`src/rtl/pipe_ctrl.sv`:
```
// Control pipeline for the five-stage core: decodes the ID instruction, carries
// control through EX/MEM/WB, and handles load-use, mul/div stalls and rstatus exceptions.
module pipe_ctrl #(
    parameter int OPW        = 5,
    parameter int REGW       = 5,
    parameter int DATA_W     = 32,
    parameter int STATUS_REG = 30,
    parameter int LINK_REG   = 31
) (
    input  logic              clock,
    input  logic              reset,
    input  logic              id_valid,
    input  logic [OPW-1:0]    id_opcode,
    input  logic [OPW-1:0]    id_aluop,
    input  logic [REGW-1:0]   id_rd,
    input  logic [REGW-1:0]   id_rs,
    input  logic [REGW-1:0]   id_rt,
    input  logic              br_taken,
    input  logic              alu_ovf,
    input  logic              md_ready,
    input  logic              md_exc,
    output logic              stall,
    output logic              md_start,
    output logic              md_is_div,
    output logic              ex_valid,
    output logic              ex_alu_imm,
    output logic              ex_md,
    output logic [OPW-1:0]    ex_aluop,
    output logic              mem_valid,
    output logic              mem_we,
    output logic              wb_valid,
    output logic              wb_we,
    output logic              wb_sel_mem,
    output logic [REGW-1:0]   wb_rd,
    output logic              wb_status_we,
    output logic [DATA_W-1:0] wb_status
);

    localparam logic [OPW-1:0] OP_RTYPE = OPW'(0);
    localparam logic [OPW-1:0] OP_BNE   = OPW'(2);
    localparam logic [OPW-1:0] OP_JAL   = OPW'(3);
    localparam logic [OPW-1:0] OP_JR    = OPW'(4);
    localparam logic [OPW-1:0] OP_ADDI  = OPW'(5);
    localparam logic [OPW-1:0] OP_BLT   = OPW'(6);
    localparam logic [OPW-1:0] OP_SW    = OPW'(7);
    localparam logic [OPW-1:0] OP_LW    = OPW'(8);
    localparam logic [OPW-1:0] OP_SETX  = OPW'(21);
    localparam logic [OPW-1:0] OP_BEX   = OPW'(22);

    localparam logic [OPW-1:0] ALU_ADD = OPW'(0);
    localparam logic [OPW-1:0] ALU_SUB = OPW'(1);
    localparam logic [OPW-1:0] ALU_MUL = OPW'(6);
    localparam logic [OPW-1:0] ALU_DIV = OPW'(7);

    localparam logic [2:0] ST_ADD  = 3'd1;
    localparam logic [2:0] ST_ADDI = 3'd2;
    localparam logic [2:0] ST_SUB  = 3'd3;
    localparam logic [2:0] ST_MUL  = 3'd4;
    localparam logic [2:0] ST_DIV  = 3'd5;

    localparam logic [REGW-1:0] STATUS_IDX = REGW'(STATUS_REG);
    localparam logic [REGW-1:0] LINK_IDX   = REGW'(LINK_REG);

    // code: status value this instruction raises on overflow / mul-div exception
    typedef struct packed {
        logic            valid;
        logic            alu_imm;
        logic            md;
        logic            is_lw;
        logic            mem_we;
        logic            reg_we;
        logic [OPW-1:0]  aluop;
        logic [REGW-1:0] rd;
        logic [2:0]      code;
    } ex_ctrl_t;

    typedef enum logic {MD_IDLE, MD_BUSY} md_state_t;

    ex_ctrl_t        dec;
    ex_ctrl_t        ex_q;
    md_state_t       md_state;
    logic            dec_we;
    logic [REGW-1:0] dec_dest;
    logic [REGW-1:0] src_a;
    logic [REGW-1:0] src_b;
    logic            use_a;
    logic            use_b;
    logic            load_use;
    logic            md_hold;
    logic            ex_exc;

    logic            mem_reg_we;
    logic            mem_sel_mem;
    logic [REGW-1:0] mem_rd;
    logic            mem_status_we;
    logic [2:0]      mem_code;

    always_comb begin
        // NOTE: every signal written here gets a default first, so no case path leaves one unassigned and infers a latch.
        dec      = '0;
        dec_we   = 1'b0;
        dec_dest = id_rd;
        src_a    = id_rs;
        src_b    = id_rt;
        use_a    = 1'b0;
        use_b    = 1'b0;
        case (id_opcode)
            OP_RTYPE: begin
                dec_we    = 1'b1;
                use_a     = 1'b1;
                use_b     = 1'b1;
                dec.aluop = id_aluop;
                dec.md    = (id_aluop == ALU_MUL) || (id_aluop == ALU_DIV);
                if (id_aluop == ALU_ADD)      dec.code = ST_ADD;
                else if (id_aluop == ALU_SUB) dec.code = ST_SUB;
                else if (id_aluop == ALU_MUL) dec.code = ST_MUL;
                else if (id_aluop == ALU_DIV) dec.code = ST_DIV;
            end
            OP_BNE, OP_BLT: begin
                dec.aluop = ALU_SUB;
                src_a     = id_rd;
                src_b     = id_rs;
                use_a     = 1'b1;
                use_b     = 1'b1;
            end
            OP_JAL: begin
                dec_we   = 1'b1;
                dec_dest = LINK_IDX;
            end
            OP_JR: begin
                src_a = id_rd;
                use_a = 1'b1;
            end
            OP_ADDI: begin
                dec_we      = 1'b1;
                dec.alu_imm = 1'b1;
                use_a       = 1'b1;
                dec.code    = ST_ADDI;
            end
            OP_SW: begin
                dec.alu_imm = 1'b1;
                dec.mem_we  = 1'b1;
                src_a       = id_rd;
                src_b       = id_rs;
                use_a       = 1'b1;
                use_b       = 1'b1;
            end
            OP_LW: begin
                dec_we      = 1'b1;
                dec.alu_imm = 1'b1;
                dec.is_lw   = 1'b1;
                use_a       = 1'b1;
            end
            OP_SETX: begin
                dec_we   = 1'b1;
                dec_dest = STATUS_IDX;
            end
            OP_BEX: begin
                src_a = STATUS_IDX;
                use_a = 1'b1;
            end
            default: ;  // j and unknown opcodes carry no control
        endcase
        dec.valid  = 1'b1;
        dec.reg_we = dec_we && (dec_dest != '0);
        dec.rd     = dec.reg_we ? dec_dest : '0;
        if (!id_valid) dec = '0;
    end

    assign md_hold  = ex_q.valid && ex_q.md && !md_ready;
    assign load_use = id_valid && ex_q.valid && ex_q.is_lw && ex_q.reg_we &&
                      ((use_a && (src_a == ex_q.rd)) || (use_b && (src_b == ex_q.rd)));
    assign stall    = md_hold || (load_use && !br_taken);

    assign md_start  = ex_q.valid && ex_q.md && (md_state == MD_IDLE);
    assign md_is_div = md_start && (ex_q.aluop == ALU_DIV);

    // md_exc is only consulted when the mul/div actually leaves EX, i.e. with md_ready
    assign ex_exc = ex_q.valid && (ex_q.code != '0) && (ex_q.md ? md_exc : alu_ovf);

    always_ff @(posedge clock or negedge reset) begin
        if (!reset) begin
            md_state <= MD_IDLE;
        end else begin
            // NOTE: non-blocking assignment so all state updates see the pre-edge values.
            md_state <= md_hold ? MD_BUSY : MD_IDLE;
        end
    end

    always_ff @(posedge clock or negedge reset) begin
        if (!reset) begin
            ex_q          <= '0;
            mem_valid     <= 1'b0;
            mem_we        <= 1'b0;
            mem_reg_we    <= 1'b0;
            mem_sel_mem   <= 1'b0;
            mem_rd        <= '0;
            mem_status_we <= 1'b0;
            mem_code      <= '0;
            wb_valid      <= 1'b0;
            wb_we         <= 1'b0;
            wb_sel_mem    <= 1'b0;
            wb_rd         <= '0;
            wb_status_we  <= 1'b0;
            wb_status     <= '0;
        end else begin
            if (!md_hold) ex_q <= (br_taken || load_use) ? '0 : dec;

            if (md_hold) begin
                mem_valid     <= 1'b0;
                mem_we        <= 1'b0;
                mem_reg_we    <= 1'b0;
                mem_sel_mem   <= 1'b0;
                mem_rd        <= '0;
                mem_status_we <= 1'b0;
                mem_code      <= '0;
            end else begin
                mem_valid     <= ex_q.valid;
                mem_we        <= ex_q.mem_we;
                mem_reg_we    <= ex_q.reg_we && !ex_exc;
                mem_sel_mem   <= ex_q.is_lw;
                mem_rd        <= ex_exc ? STATUS_IDX : ex_q.rd;
                mem_status_we <= ex_exc;
                mem_code      <= ex_exc ? ex_q.code : '0;
            end

            wb_valid     <= mem_valid;
            wb_we        <= mem_reg_we;
            wb_sel_mem   <= mem_sel_mem;
            wb_rd        <= mem_rd;
            wb_status_we <= mem_status_we;
            wb_status    <= DATA_W'(mem_code);
        end
    end

    assign ex_valid   = ex_q.valid;
    assign ex_alu_imm = ex_q.alu_imm;
    assign ex_md      = ex_q.md;
    assign ex_aluop   = ex_q.aluop;

endmodule

```
`config.mk`:
```
export PLATFORM = sky130hd
export DESIGN_NAME = pipe_ctrl
export DESIGN_NICKNAME = d
export VERILOG_FILES = /design/src/rtl/pipe_ctrl.sv
export SDC_FILE = /design/constraint.sdc
export NUM_CORES = 1
export LEC_CHECK = 0
export CORE_MARGIN = 3
export CORE_UTILIZATION = 46
export CTS_CLUSTER_SIZE = 8
export DETAILED_ROUTE_END_ITERATION = 8
export GPL_TIMING_DRIVEN = 0
export PLACE_DENSITY = 0.81
export SYNTH_ARGS = -nofsm -noshare
export SYNTH_HDL_FRONTEND = slang
export SYNTH_SLANG_ARGS = --single-unit
```
`constraint.sdc`:
```
create_clock -name clock -period 5.4 [get_ports clock]
set_input_delay 1.62 -clock clock [delete_from_list [all_inputs] [get_ports clock]]
set_output_delay 1.62 -clock clock [all_outputs]
set_load 0.01 [all_outputs]
```
==> results.tsv <==
metric	value	unit
Top Layer Used	met4	
FF-to-FF setup slack	3080	ps
Post-Synthesis Cells	279	
# setup viols final	0	
Post-synth EDFFs	0	
die width	81.8	um
most common cell after layout, fill and taps aside	clkdlybuf4s50_1	
hold path endpoint	wb_rd[2]	
Slew @ Worst Pin	592	ps
crit path capture type	output port	
layout cells sized above 1	21.1	%
period utilization	98.2	%
global-route usage over all layers	20.7	%
Clk pin slew, worst setup/hold paths	80	ps
drt wl/cell	14.8	um
Psw	0.169	mW
CP max FO	4	
met3 WL	414	um
slowest CP cell	or4_4	
filler cell count	441	
Hold Vio Cnt, Final	0	
Crit. Startpoint	id_rs[1]	
storage element area	1130	sq um
Antenna Nets Post-Route	0	
initial core utilization	49.5	%
1st-pass router iterations	7	
Async SR Flop Fraction	100	%
DRT Wirelength	6570	um
critical hold path startpoint	mem_rd[2]	
Area after DPL	3410	sq um
TritonCTS clock tree	done	
Clk pwr share	38.4	%
Hold Crit Class	reg2reg	
vias in the first global route	2197	
Worst slew margin	60.5	%
r2r endpoint	ex_md	
overall power	0.755	mW
min Tclk post-route	5300	ps
Sw Ratio	22.4	%
Seq pwr share	45.5	%
Max Clk Rate	189	MHz
first-pass GRT wire length	10600	um
Worst EP required	3780	ps
leakage power	1.69	nW
multi-input logic area	1290	sq um
drt drc	0	
Crit Path Category	in2out	
Mapped Area	2640	sq um
Rows	26	
Cell variety after synth	54	
internal power	0.585	mW
Core ar.	5340	sq um
Sink Count	45	
Final HPWL DP	5180	um
CP Data Arrival Time	3680	ps
I/O pin count	86	
Port Buffer Count	56	
Critical R2R Launch	ex_q[4]	
R2R cell count	7	
drt via density	5.28	
die area	6680	sq um
Die Ht	81.8	um
worst-path cell chain	clkdlybuf4s50_1 -> a222oi_1 -> nor2_1 -> or4_4 -> o31ai_2 -> a2bb2oi_1 -> buf_2	
Layout Area Growth over Synthesis	36.7	%
vias post-DR	2346	
Synth Warn #	0	
CTS H-Tree Depth	2	
commonest cells after routing, fill and taps aside	48 x clkdlybuf4s50_1, 45 x dfrtp_1, 41 x buf_4	
initial antenna violation count	0	
hold path cells	0	
DRT iter0 DRCs	223	
Metal-1 WL	2680	um
Post-synth top flop	dfrtp_1	
Max Root-Sink Buffers	2	
pwr dens	209	nW/um^2
clock root cell	clkbuf_8	
Seq/Total Area, Yosys	42.7	%
status	completed	
largest stage delay on the critical path	530	ps
antenna cell count	0	
Worst-Skew Late Latency	290	ps
Yosys reg bits	45	
CTS Buf Count	5	
RSZ-0062 raised after global routing	no	
nets	405	
Post-Syn Area per Cell	9.46	sq um
Final Slew Violations	0	
pin count of the biggest net entering global routing	39	
Max Clock Skew	4.20	ps
startpoint types	input pin	
Max-Cap Viols	0	
GRT overflow	0	
met2 routed WL	3410	um
Final Cell Area	3610	sq um
Routability Congestion	0.871	
combinational power share	16.1	%
Max IR drop VDD	0.155	mV
-- cell usage after synthesis (all sizes together), types with 2 or more instances --
cell	n	area (sq um)
a211o	2	17.5
a211oi	3	22.5
a21o	7	52.6
a21oi	3	15.0
a221oi	2	17.5
a222oi	2	20.0
a2bb2oi	2	17.5
and2	6	37.5
and3	7	43.8
buf	42	308
clkbuf	8	30.0
dfrtp	45	1130
inv	12	45.0
mux2	3	33.8
mux2i	2	20.0
nand2	26	97.6
nand2b	5	31.3
nand3	5	25.0
nand3b	2	15.0
nand4	7	43.8
nand4b	2	17.5
nand4bb	2	22.5
nor2	18	70.1
nor2b	2	12.5
nor3	2	21.3
nor3b	2	15.0
o211ai	2	20.0
o21ai	7	35.0
o22ai	2	12.5
o31ai	16	120
o32ai	8	70.1
or2	3	18.8
or3	3	18.8
or4	5	41.3
-- cell families after synthesis --
group / count (synthesis) / synth area share (%)
AND/OR/NAND/NOR: 100 / 21.1
AO/OA/AOI/OAI: 64 / 18.9
buffers and inverters: 62 / 14.5
flip-flops: 45 / 42.7
multiplexers: 5 / 2.04
XOR/XNOR: 2 / 0.664
other: 1 / 0.142
-- power groups by stage --
stage                     Clock, mW  Sequential [mW]  Combinational [mW]
after floorplan                   0            0.350              0.0644
after global placement            0            0.350               0.113
after detailed placement          0            0.350               0.116
after CTS                     0.296            0.343               0.119
after global routing          0.311            0.344               0.133
final                         0.289            0.343               0.122
-- final cells by class --
cell class / instances / share of cell area (%)
Sequential cell: 45 / 31.2
Inverter: 12 / 1.25
Multi-Input combinational cell: 200 / 35.6
Clock buffer: 5 / 1.91
Tap cell: 70 / 2.43
Timing Repair Buffer: 60 / 16.1
Clock inverter: 3 / 1.80
Buffer: 49 / 9.71
-- worst max-delay path, delay by kind of cell --
| family | cells | cell delay (ps) |
|---|---|---|
| buffers and inverters | 2 | 640 |
| AND/OR/NAND/NOR | 2 | 610 |
| AO/OA/AOI/OAI | 3 | 820 |
-- metal layers --
| metal | track usage [%] | vias up |
|---|---|---|
| met5 | 0 | - |
| met4 | 6.64 | 0 |
| met3 | 3.51 | 6 |
| met2 | 36.2 | 100 |
| met1 | 25.8 | 1108 |
| li1 | - | 1132 |
-- registers in the layout, indices dropped and copies added, names as in the netlist, 3 cells and up --
register,count
ex_aluop,5
ex_q,11
mem_code,3
mem_rd,5
wb_rd,5
wb_status,3
-- metrics by stage --
step,std cells,utilization (%),hold slack (ps),setup TNS [ps],setup WS [ps]
finish,444,67.6,354,0,95.1
global route,444,67.6,347,0,0.909
CTS,443,67.3,352,0,4.53
detailed placement,434,63.9,340,-909,-909
global placement,433,63.6,331,-927,-927
floorplan,307,-,331,0,437
-- repair_timing --
item,CTS,global route
endpoints found under the setup margin,1,1
resized for setup,22,12
hold buffers,0,0
buffers inserted,2,1
pin swaps,4,3
-- worst max-delay path by stage --
stage / to / slack, ps
CTS: stall / 5
global route: stall / 0.9
detailed placement: stall / -910
finish: stall / 100
global placement: stall / -930
floorplan: stall / 440
Note: power is estimated with default switching activity, not from simulation.
